--- src/rtl/alu_mc_pkg.sv ---
// ---------------------------------------------------------------------------
// alu_mc_pkg
// Shared definitions for the multi-cycle saturating ALU:
//   - 4-bit operation codes
//   - controller state encoding
//   - helpers that return the signed saturation limits for a given width
// ---------------------------------------------------------------------------
package alu_mc_pkg;

  localparam logic [3:0] OP_ADD = 4'd0;
  localparam logic [3:0] OP_LHB = 4'd1;
  localparam logic [3:0] OP_SUB = 4'd2;
  localparam logic [3:0] OP_AND = 4'd3;
  localparam logic [3:0] OP_NOR = 4'd4;
  localparam logic [3:0] OP_SLL = 4'd5;
  localparam logic [3:0] OP_SRL = 4'd6;
  localparam logic [3:0] OP_SRA = 4'd7;
  localparam logic [3:0] OP_MUL = 4'd8;

  // Widest datapath the limit helpers can describe.
  localparam int MAX_W = 64;

  typedef enum logic [1:0] {
    ST_IDLE = 2'd0,
    ST_MUL  = 2'd1,
    ST_DONE = 2'd2
  } state_t;

  // Largest signed value of a w-bit word (0111..1), zero-extended to MAX_W.
  function automatic logic [MAX_W-1:0] sat_max(input int w);
    return (MAX_W'(1) << (w - 1)) - MAX_W'(1);
  endfunction

  // Smallest signed value of a w-bit word (100..0), zero-extended to MAX_W.
  function automatic logic [MAX_W-1:0] sat_min(input int w);
    return MAX_W'(1) << (w - 1);
  endfunction

  // Operations whose result can overflow and therefore own ov/ne.
  function automatic logic is_arith(input logic [3:0] op);
    return (op == OP_ADD) || (op == OP_SUB) || (op == OP_MUL);
  endfunction

endpackage

--- src/rtl/seq_mul_sat.sv ---
// ---------------------------------------------------------------------------
// seq_mul_sat
// Iterative signed shift-add multiplier with saturation to WIDTH bits.
// One multiplier bit is consumed per cycle; the last (sign) bit carries a
// negative weight, so the 2*WIDTH accumulator holds the exact two's-
// complement product after WIDTH iterations.
//
// Ports:
//   clk    in   clock
//   rst    in   synchronous active-high reset, aborts a running multiply
//   start  in   load a/b and begin (ignored while busy is never overlapped)
//   a, b   in   signed operands, sampled on the start edge
//   done   out  high during the cycle of the final iteration; prod/ovf
//                are valid in that same cycle
//   prod   out  product clamped to [SMIN, SMAX]
//   ovf    out  product did not fit in WIDTH signed bits
// ---------------------------------------------------------------------------
module seq_mul_sat
  import alu_mc_pkg::*;
#(
  parameter int WIDTH = 16
) (
  input  logic             clk,
  input  logic             rst,
  input  logic             start,
  input  logic [WIDTH-1:0] a,
  input  logic [WIDTH-1:0] b,
  output logic             done,
  output logic [WIDTH-1:0] prod,
  output logic             ovf
);

  localparam int CW = $clog2(WIDTH);
  localparam int PW = 2 * WIDTH;
  localparam logic [WIDTH-1:0] SMAX = WIDTH'(sat_max(WIDTH));
  localparam logic [WIDTH-1:0] SMIN = WIDTH'(sat_min(WIDTH));

  logic          r_busy;
  logic [CW-1:0] r_cnt;
  logic [PW-1:0] r_acc;
  logic [PW-1:0] r_mcand;
  logic [WIDTH-1:0] r_mplier;

  logic          w_last;
  logic [PW-1:0] w_acc_next;
  logic          w_fits;

  assign w_last = (r_cnt == CW'(WIDTH - 1));

  // NOTE: always_comb assigns a default before any conditional update so no
  // path leaves the signal unassigned, which would infer a latch.
  always_comb begin
    w_acc_next = r_acc;
    if (r_mplier[0]) begin
      // Sign bit of b has weight -2^(WIDTH-1): subtract instead of add.
      w_acc_next = w_last ? (r_acc - r_mcand) : (r_acc + r_mcand);
    end
  end

  // Fits when the upper WIDTH+1 bits are a pure sign extension.
  assign w_fits = (&w_acc_next[PW-1:WIDTH-1]) | ~(|w_acc_next[PW-1:WIDTH-1]);
  assign done   = r_busy & w_last;
  assign ovf    = ~w_fits;
  assign prod   = w_fits ? w_acc_next[WIDTH-1:0]
                         : (w_acc_next[PW-1] ? SMIN : SMAX);

  // NOTE: sequential state uses non-blocking assignments so every register
  // samples pre-edge values regardless of statement order.
  always_ff @(posedge clk) begin
    if (rst) begin
      r_busy   <= 1'b0;
      r_cnt    <= '0;
      r_acc    <= '0;
      r_mcand  <= '0;
      r_mplier <= '0;
    end else if (start) begin
      r_busy   <= 1'b1;
      r_cnt    <= '0;
      r_acc    <= '0;
      r_mcand  <= {{WIDTH{a[WIDTH-1]}}, a};
      r_mplier <= b;
    end else if (r_busy) begin
      r_acc    <= w_acc_next;
      r_mcand  <= r_mcand << 1;
      r_mplier <= r_mplier >> 1;
      r_cnt    <= r_cnt + CW'(1);
      if (w_last) begin
        r_busy <= 1'b0;
      end
    end
  end

endmodule

--- src/rtl/alu_mc_sat.sv ---
// ---------------------------------------------------------------------------
// alu_mc_sat
// Multi-cycle saturating ALU with valid/ready handshakes and a committed
// flag file. Single-cycle ops present their result the cycle after accept;
// MUL runs the iterative multiplier for WIDTH cycles. Flags update only when
// the consumer takes the result. WIDTH must be even and at least 4.
//
// Ports:
//   clk        in   clock
//   rst        in   synchronous active-high reset (aborts MUL)
//   in_valid   in   operation offered
//   in_ready   out  operation can be accepted this cycle
//   op         in   operation code (alu_mc_pkg::OP_*)
//   src0       in   operand A
//   src1       in   operand B / shift source
//   shamt      in   shift amount
//   upd_zr     in   this operation updates zr
//   out_valid  out  result available
//   out_ready  in   consumer takes result
//   dst        out  result (held stable while out_valid & ~out_ready)
//   ov, zr, ne out  committed overflow / zero / negative flags
// ---------------------------------------------------------------------------
module alu_mc_sat
  import alu_mc_pkg::*;
#(
  parameter  int WIDTH = 16,
  localparam int SHW   = $clog2(WIDTH)
) (
  input  logic             clk,
  input  logic             rst,
  input  logic             in_valid,
  output logic             in_ready,
  input  logic [3:0]       op,
  input  logic [WIDTH-1:0] src0,
  input  logic [WIDTH-1:0] src1,
  input  logic [SHW-1:0]   shamt,
  input  logic             upd_zr,
  output logic             out_valid,
  input  logic             out_ready,
  output logic [WIDTH-1:0] dst,
  output logic             ov,
  output logic             zr,
  output logic             ne
);

  localparam logic [WIDTH-1:0] SMAX = WIDTH'(sat_max(WIDTH));
  localparam logic [WIDTH-1:0] SMIN = WIDTH'(sat_min(WIDTH));

  state_t r_state;
  state_t w_next_state;

  logic [3:0]       r_op;
  logic [WIDTH-1:0] r_src0;
  logic [WIDTH-1:0] r_src1;
  logic [SHW-1:0]   r_shamt;
  logic             r_upd_zr;
  logic [WIDTH-1:0] r_mul_res;
  logic             r_mul_ovf;
  logic             r_ov;
  logic             r_zr;
  logic             r_ne;

  logic             w_accept;
  logic             w_commit;
  logic             w_in_is_mul;
  logic             w_mul_start;
  logic             w_mul_done;
  logic [WIDTH-1:0] w_mul_prod;
  logic             w_mul_ovf;

  logic [WIDTH-1:0] w_sum;
  logic [WIDTH-1:0] w_diff;
  logic             w_add_ovf;
  logic             w_sub_ovf;
  logic [WIDTH-1:0] w_clamp;
  logic [WIDTH-1:0] w_alu_res;
  logic             w_alu_ovf;
  logic [WIDTH-1:0] w_dst;
  logic             w_res_ovf;
  logic             w_known_op;

  // -------------------------------------------------------------------------
  // Handshake / FSM
  // -------------------------------------------------------------------------
  assign w_in_is_mul = (op == OP_MUL);
  assign w_accept    = in_valid & in_ready;
  assign w_commit    = out_valid & out_ready;
  assign w_mul_start = w_accept & w_in_is_mul;

  always_comb begin
    w_next_state = r_state;
    in_ready     = 1'b0;
    out_valid    = 1'b0;
    unique case (r_state)
      ST_IDLE: begin
        in_ready = 1'b1;
        if (in_valid) begin
          w_next_state = w_in_is_mul ? ST_MUL : ST_DONE;
        end
      end
      ST_MUL: begin
        if (w_mul_done) begin
          w_next_state = ST_DONE;
        end
      end
      ST_DONE: begin
        out_valid = 1'b1;
        if (out_ready) begin
          // Back-to-back: the slot frees in the same cycle it is drained.
          in_ready     = 1'b1;
          w_next_state = in_valid ? (w_in_is_mul ? ST_MUL : ST_DONE) : ST_IDLE;
        end
      end
      default: w_next_state = ST_IDLE;
    endcase
  end

  // -------------------------------------------------------------------------
  // Single-cycle datapath, evaluated on the captured operands so dst stays
  // stable under backpressure.
  // -------------------------------------------------------------------------
  assign w_sum     = r_src0 + r_src1;
  assign w_diff    = r_src0 - r_src1;
  assign w_add_ovf = (r_src0[WIDTH-1] == r_src1[WIDTH-1]) &
                     (w_sum[WIDTH-1]  != r_src0[WIDTH-1]);
  // A - B overflows when the operands differ in sign and the result takes
  // B's sign; equivalent to the add rule applied to -B without the -SMIN trap.
  assign w_sub_ovf = (r_src0[WIDTH-1] != r_src1[WIDTH-1]) &
                     (w_diff[WIDTH-1] != r_src0[WIDTH-1]);
  // On add/sub overflow the true result always has the sign of src0.
  assign w_clamp   = r_src0[WIDTH-1] ? SMIN : SMAX;

  always_comb begin
    w_alu_res = '0;
    w_alu_ovf = 1'b0;
    unique case (r_op)
      OP_ADD: begin
        w_alu_res = w_add_ovf ? w_clamp : w_sum;
        w_alu_ovf = w_add_ovf;
      end
      OP_SUB: begin
        w_alu_res = w_sub_ovf ? w_clamp : w_diff;
        w_alu_ovf = w_sub_ovf;
      end
      OP_LHB: w_alu_res = {r_src1[WIDTH-1:WIDTH/2], r_src0[WIDTH/2-1:0]};
      OP_AND: w_alu_res = r_src0 & r_src1;
      OP_NOR: w_alu_res = ~(r_src0 | r_src1);
      OP_SLL: w_alu_res = r_src1 << r_shamt;
      OP_SRL: w_alu_res = r_src1 >> r_shamt;
      OP_SRA: w_alu_res = $signed(r_src1) >>> r_shamt;
      default: begin
        w_alu_res = '0;
        w_alu_ovf = 1'b0;
      end
    endcase
  end

  assign w_dst      = (r_op == OP_MUL) ? r_mul_res : w_alu_res;
  assign w_res_ovf  = (r_op == OP_MUL) ? r_mul_ovf : w_alu_ovf;
  assign w_known_op = (r_op <= OP_MUL);

  // -------------------------------------------------------------------------
  // Multiplier
  // -------------------------------------------------------------------------
  seq_mul_sat #(
    .WIDTH(WIDTH)
  ) u_mul (
    .clk  (clk),
    .rst  (rst),
    .start(w_mul_start),
    .a    (src0),
    .b    (src1),
    .done (w_mul_done),
    .prod (w_mul_prod),
    .ovf  (w_mul_ovf)
  );

  // -------------------------------------------------------------------------
  // State, operand capture, MUL result and flag file
  // -------------------------------------------------------------------------
  // Operands are reset as well so dst reads 0 (ADD of 0 and 0) after reset.
  always_ff @(posedge clk) begin
    if (rst) begin
      r_state   <= ST_IDLE;
      r_op      <= OP_ADD;
      r_src0    <= '0;
      r_src1    <= '0;
      r_shamt   <= '0;
      r_upd_zr  <= 1'b0;
      r_mul_res <= '0;
      r_mul_ovf <= 1'b0;
      r_ov      <= 1'b0;
      r_zr      <= 1'b0;
      r_ne      <= 1'b0;
    end else begin
      r_state <= w_next_state;

      if (w_accept) begin
        r_op     <= op;
        r_src0   <= src0;
        r_src1   <= src1;
        r_shamt  <= shamt;
        r_upd_zr <= upd_zr;
      end

      if (w_mul_done) begin
        r_mul_res <= w_mul_prod;
        r_mul_ovf <= w_mul_ovf;
      end

      // Commit uses the op being drained; a same-edge accept only replaces
      // the captured operands for the next result.
      if (w_commit && w_known_op) begin
        if (is_arith(r_op)) begin
          r_ov <= w_res_ovf;
          r_ne <= w_dst[WIDTH-1];
        end
        if (r_upd_zr) begin
          r_zr <= ~(|w_dst);
        end
      end
    end
  end

  assign dst = w_dst;
  assign ov  = r_ov;
  assign zr  = r_zr;
  assign ne  = r_ne;

endmodule
--- config.mk ---
export PLATFORM = sky130hd
export DESIGN_NAME = alu_mc_sat
export DESIGN_NICKNAME = d
export VERILOG_FILES = /design/src/rtl/alu_mc_pkg.sv /design/src/rtl/seq_mul_sat.sv /design/src/rtl/alu_mc_sat.sv
export SDC_FILE = /design/constraint.sdc
export NUM_CORES = 1
export LEC_CHECK = 0
export ABC_AREA = 1
export BUFFER_PORTS_ARGS = -buffer_cell sky130_fd_sc_hd__buf_2
export CORE_MARGIN = 2
export CORE_UTILIZATION = 64
export CTS_BUF_LIST = sky130_fd_sc_hd__clkbuf_8 sky130_fd_sc_hd__clkbuf_16
export CTS_CLUSTER_DIAMETER = 60
export DETAILED_ROUTE_END_ITERATION = 6
export PLACE_DENSITY = 0.83
export SLEW_MARGIN = 20
export SYNTH_ARGS = -nofsm -noshare
export SYNTH_HDL_FRONTEND = slang
export SYNTH_SLANG_ARGS = --single-unit
--- constraint.sdc ---
create_clock -name clk -period 5.7 [get_ports clk]
set_input_delay 1.14 -clock clk [delete_from_list [all_inputs] [get_ports clk]]
set_output_delay 1.14 -clock clk [all_outputs]
set_load 0.02 [all_outputs]
==> impl_metrics.env <==
export IMPL_peakVddDrop_uv=235
export IMPL_drt_iter0_markers=2023
export IMPL_worstHoldEndpoint="u_mul.r_busy"
export IMPL_cp_arrival_ns=4.23
export IMPL_htreeDepth=4
export IMPL_drcViolationCount=1
export IMPL_synth_edf_count=0
export IMPL_timing_rr_end="r_mul_res[2]"
export IMPL_worstSkewPairLatency_ns=0.45
export IMPL_routed_wl_um=51100
export IMPL_power_density_nw_per_um2=271
export IMPL_io_buffers=65
export IMPL_num_io_pins=66
export IMPL_die_h_um=151
export IMPL_synth_fp_nets=2495
export IMPL_fmax_ghz=0.186
export IMPL_place_gp_congestion=1.09
export IMPL_core_area_um2=21200
export IMPL_cts_root_buffer="clkbuf_16"
export IMPL_grt_overflow=0
export IMPL_detail_route_antenna_nets=0
export IMPL_worst_slack_ns=0.326
export IMPL_min_path_cells=2
export IMPL_final_nets=2506
export IMPL_grt_pass1_vias=15072
export IMPL_area_growth_pct=7.47
export IMPL_antenna_found_initial=1
export IMPL_yosys_register_bits=148
export IMPL_r2r_cells=26
export IMPL_dpl_worst_slack_ns=0.751
export IMPL_die_w_um=151
export IMPL_viasPerCell=6.07
export IMPL_cts_buffers=17
export IMPL_num_vias=16187
export IMPL_yosysSeqAreaShare=0.214
export IMPL_tritoncts="yes"
export IMPL_ys_warn_count=0
export IMPL_row_count=53
export IMPL_grt_start_max_net_pins=81
export IMPL_synthCells=2366
export IMPL_fin_crit_sh=0.943
export IMPL_die_area_um2=22900
export IMPL_skew_ns=0.0214
export IMPL_postLayoutCoreUtil=0.705
export IMPL_hpwl_um=39800
export IMPL_setup_viol=0
export IMPL_drive_gt1_frac=0.0950
export IMPL_critPathRequiredTime_ns=4.56
export IMPL_critPathCaptureType="output port"
export IMPL_hold_path_class="flip-flop to flip-flop"
export IMPL_netlist_area_um2=13900
export IMPL_reg2reg_from="u_mul.r_mcand[0]"
export IMPL_crit_fanout=8
export IMPL_tightest_slew_ns=1.13
export IMPL_wire_per_inst_um=19.2
export IMPL_start_kind="flip-flop"
export IMPL_drv_cap=0
export IMPL_final_common_cell="nand2_1"
export IMPL_path_clk_slew_ns=0.08
export IMPL_grt_pass1_wl_um=80000
export IMPL_synth_cell_type_count=57
export IMPL_finalMaxSlewViolations=0
export IMPL_whs_ns=0.470
export IMPL_violations="design-rule violations"
export IMPL_cts_num_sinks=148
export IMPL_hold_viol=0
export IMPL_synth_ff_type="dfxtp_1"
export IMPL_first_pass_iters=7
export IMPL_initial_core_util=0.656
export IMPL_layout_common_cells="nand2_1, inv_1, nand3_1"
export IMPL_grt_use_total=0.456
export IMPL_leakage_nw=7.70
export IMPL_r2r_slack_ns=0.72
export IMPL_worstHoldStart="u_mul.r_busy"
export IMPL_ys_async_sr_fraction=0
export IMPL_final_min_clock_period_ns=5.37
export IMPL_slew_headroom=0.241
export IMPL_status="complete, but fails checks"
export IMPL_crit_type="flip-flop to output port"
export IMPL_syn_avg_cell_area_um2=5.86
export IMPL_clockBufferDepth=2
[cells by family after synthesis]
group,share of synthesized area
AND/OR/NAND/NOR,0.389
buffers and inverters,0.131
AO/OA/AOI/OAI,0.154
flip-flops,0.214
adder cells (fa/ha/maj),0.0780
XOR/XNOR,0.0335
multiplexers,0.000722
[state kept, by name, summed over array words and instances (netlist names), 2 cells and up]
register and flops:
r_mul_res 16, r_op 4, r_shamt 4, r_src0 16, r_src1 16, r_state 2
u_mul.r_acc 32, u_mul.r_cnt 4, u_mul.r_mcand 32, u_mul.r_mplier 16
[worst max-delay path by stage]
stage,from,endpoint,slack (ns),cells past startpoint
after detailed placement,r_src1[4],dst[0],0.75,24
after global placement,r_src1[10],dst[0],0.83,20
final,r_src0[1],dst[2],0.33,23
after global routing,r_src1[1],dst[2],-0.004,23
after CTS,r_src1[4],dst[0],0.27,24
after floorplan,r_src1[4],dst[7],1.28,24
[power by group]
part	switching (mW)	total [mW]	internal [mW]
Clock	0.576	1.17	0.597
Sequential	0.0481	1.12	1.07
Combinational	1.21	1.74	0.533
Total	1.83	4.03	2.20
[routing by layer]
| layer | share of wire | wire length (um) | vias to the layer above | GRT usage |
|---|---|---|---|---|
| met2 | 0.44 | 22600 | 974 | 0.719 |
| met3 | 0.091 | 4650 | 313 | 0.106 |
| met5 | 0 | 0 | - | 0 |
| met1 | 0.36 | 18600 | 7296 | 0.520 |
| li1 | - | - | 7604 | - |
| met4 | 0.10 | 5180 | 0 | 0.385 |
[synth_stat cells, types with 3 or more instances]
cell / instances / area [um2]
nand2_1: 726 / 2730
inv_1: 351 / 1320
nand3_1: 217 / 1090
nor2_1: 160 / 601
dfxtp_1: 148 / 2960
o21ai_0: 144 / 721
a21oi_1: 139 / 696
ha_1: 80 / 1000
clkbuf_1: 61 / 229
xor2_1: 38 / 333
nand2_2: 34 / 213
nand4_1: 31 / 194
nor3_1: 31 / 155
buf_2: 20 / 100
a221oi_1: 18 / 158
a31oi_1: 16 / 100
nor2_2: 15 / 93.8
xnor2_1: 15 / 131
a21oi_2: 13 / 114
o211ai_1: 12 / 90.1
nand3_2: 11 / 110
inv_2: 10 / 37.5
a21o_1: 4 / 30.0
buf_1: 4 / 15.0
fa_1: 4 / 80.1
o2111ai_1: 4 / 35.0
o21a_1: 4 / 30.0
o22ai_1: 4 / 25.0
buf_4: 3 / 22.5
buf_6: 3 / 33.8
nand3b_1: 3 / 22.5
nor2_4: 3 / 33.8
nor3_2: 3 / 30.0
o21ai_1: 3 / 15.0
o21bai_1: 3 / 22.5
o221ai_1: 3 / 26.3
[area by class of cell]
cell class	count	area [um2]
diodes	1	2.50
fillers	1878	6250
clock buffers	17	425
repair buffers	87	490
well taps	275	344
flip-flops and latches	148	2960
inverters	362	1360
multi-input cells	1761	9140
clock inverters	15	180
[worst max-delay path, stage by stage, from the launching register on]
cell and delay (ns):
dfxtp_1 0.42, inv_1 0.15, ha_1 0.34, nor2_1 0.20, nand2_1 0.07, nand3_1 0.11
nand3b_1 0.09, nand2_1 0.11, nand2_1 0.08, nand2_1 0.08, nand2_1 0.07, nand2_1 0.08
a21o_1 0.10, a21oi_1 0.07, fa_1 0.50, nand3_1 0.10, nand2_1 0.18, clkinvlp_4 0.19
buf_4 0.18, nand2_1 0.08, nand3_1 0.08, nor3_1 0.17, nand3_1 0.15, buf_2 0.19
[repair_timing]
action | CTS | global route
hold buffers | 0 | 0
buffers inserted | 0 | 5
setup endpoints to repair | 0 | 7
resized for setup | 0 | 8
[metrics by stage]
stage                     cells  power, mW  setup TNS, ns  instance area (um2)
after floorplan            2366       2.35              0                13900
after global placement     2628       2.79              0                14200
after detailed placement   2628       2.81              0                14200
after CTS                  2660       3.97              0                14800
after global routing       2665       4.25       -0.00480                14900
final                      2666       4.03              0                14900
(Power assumes the default switching activity.)
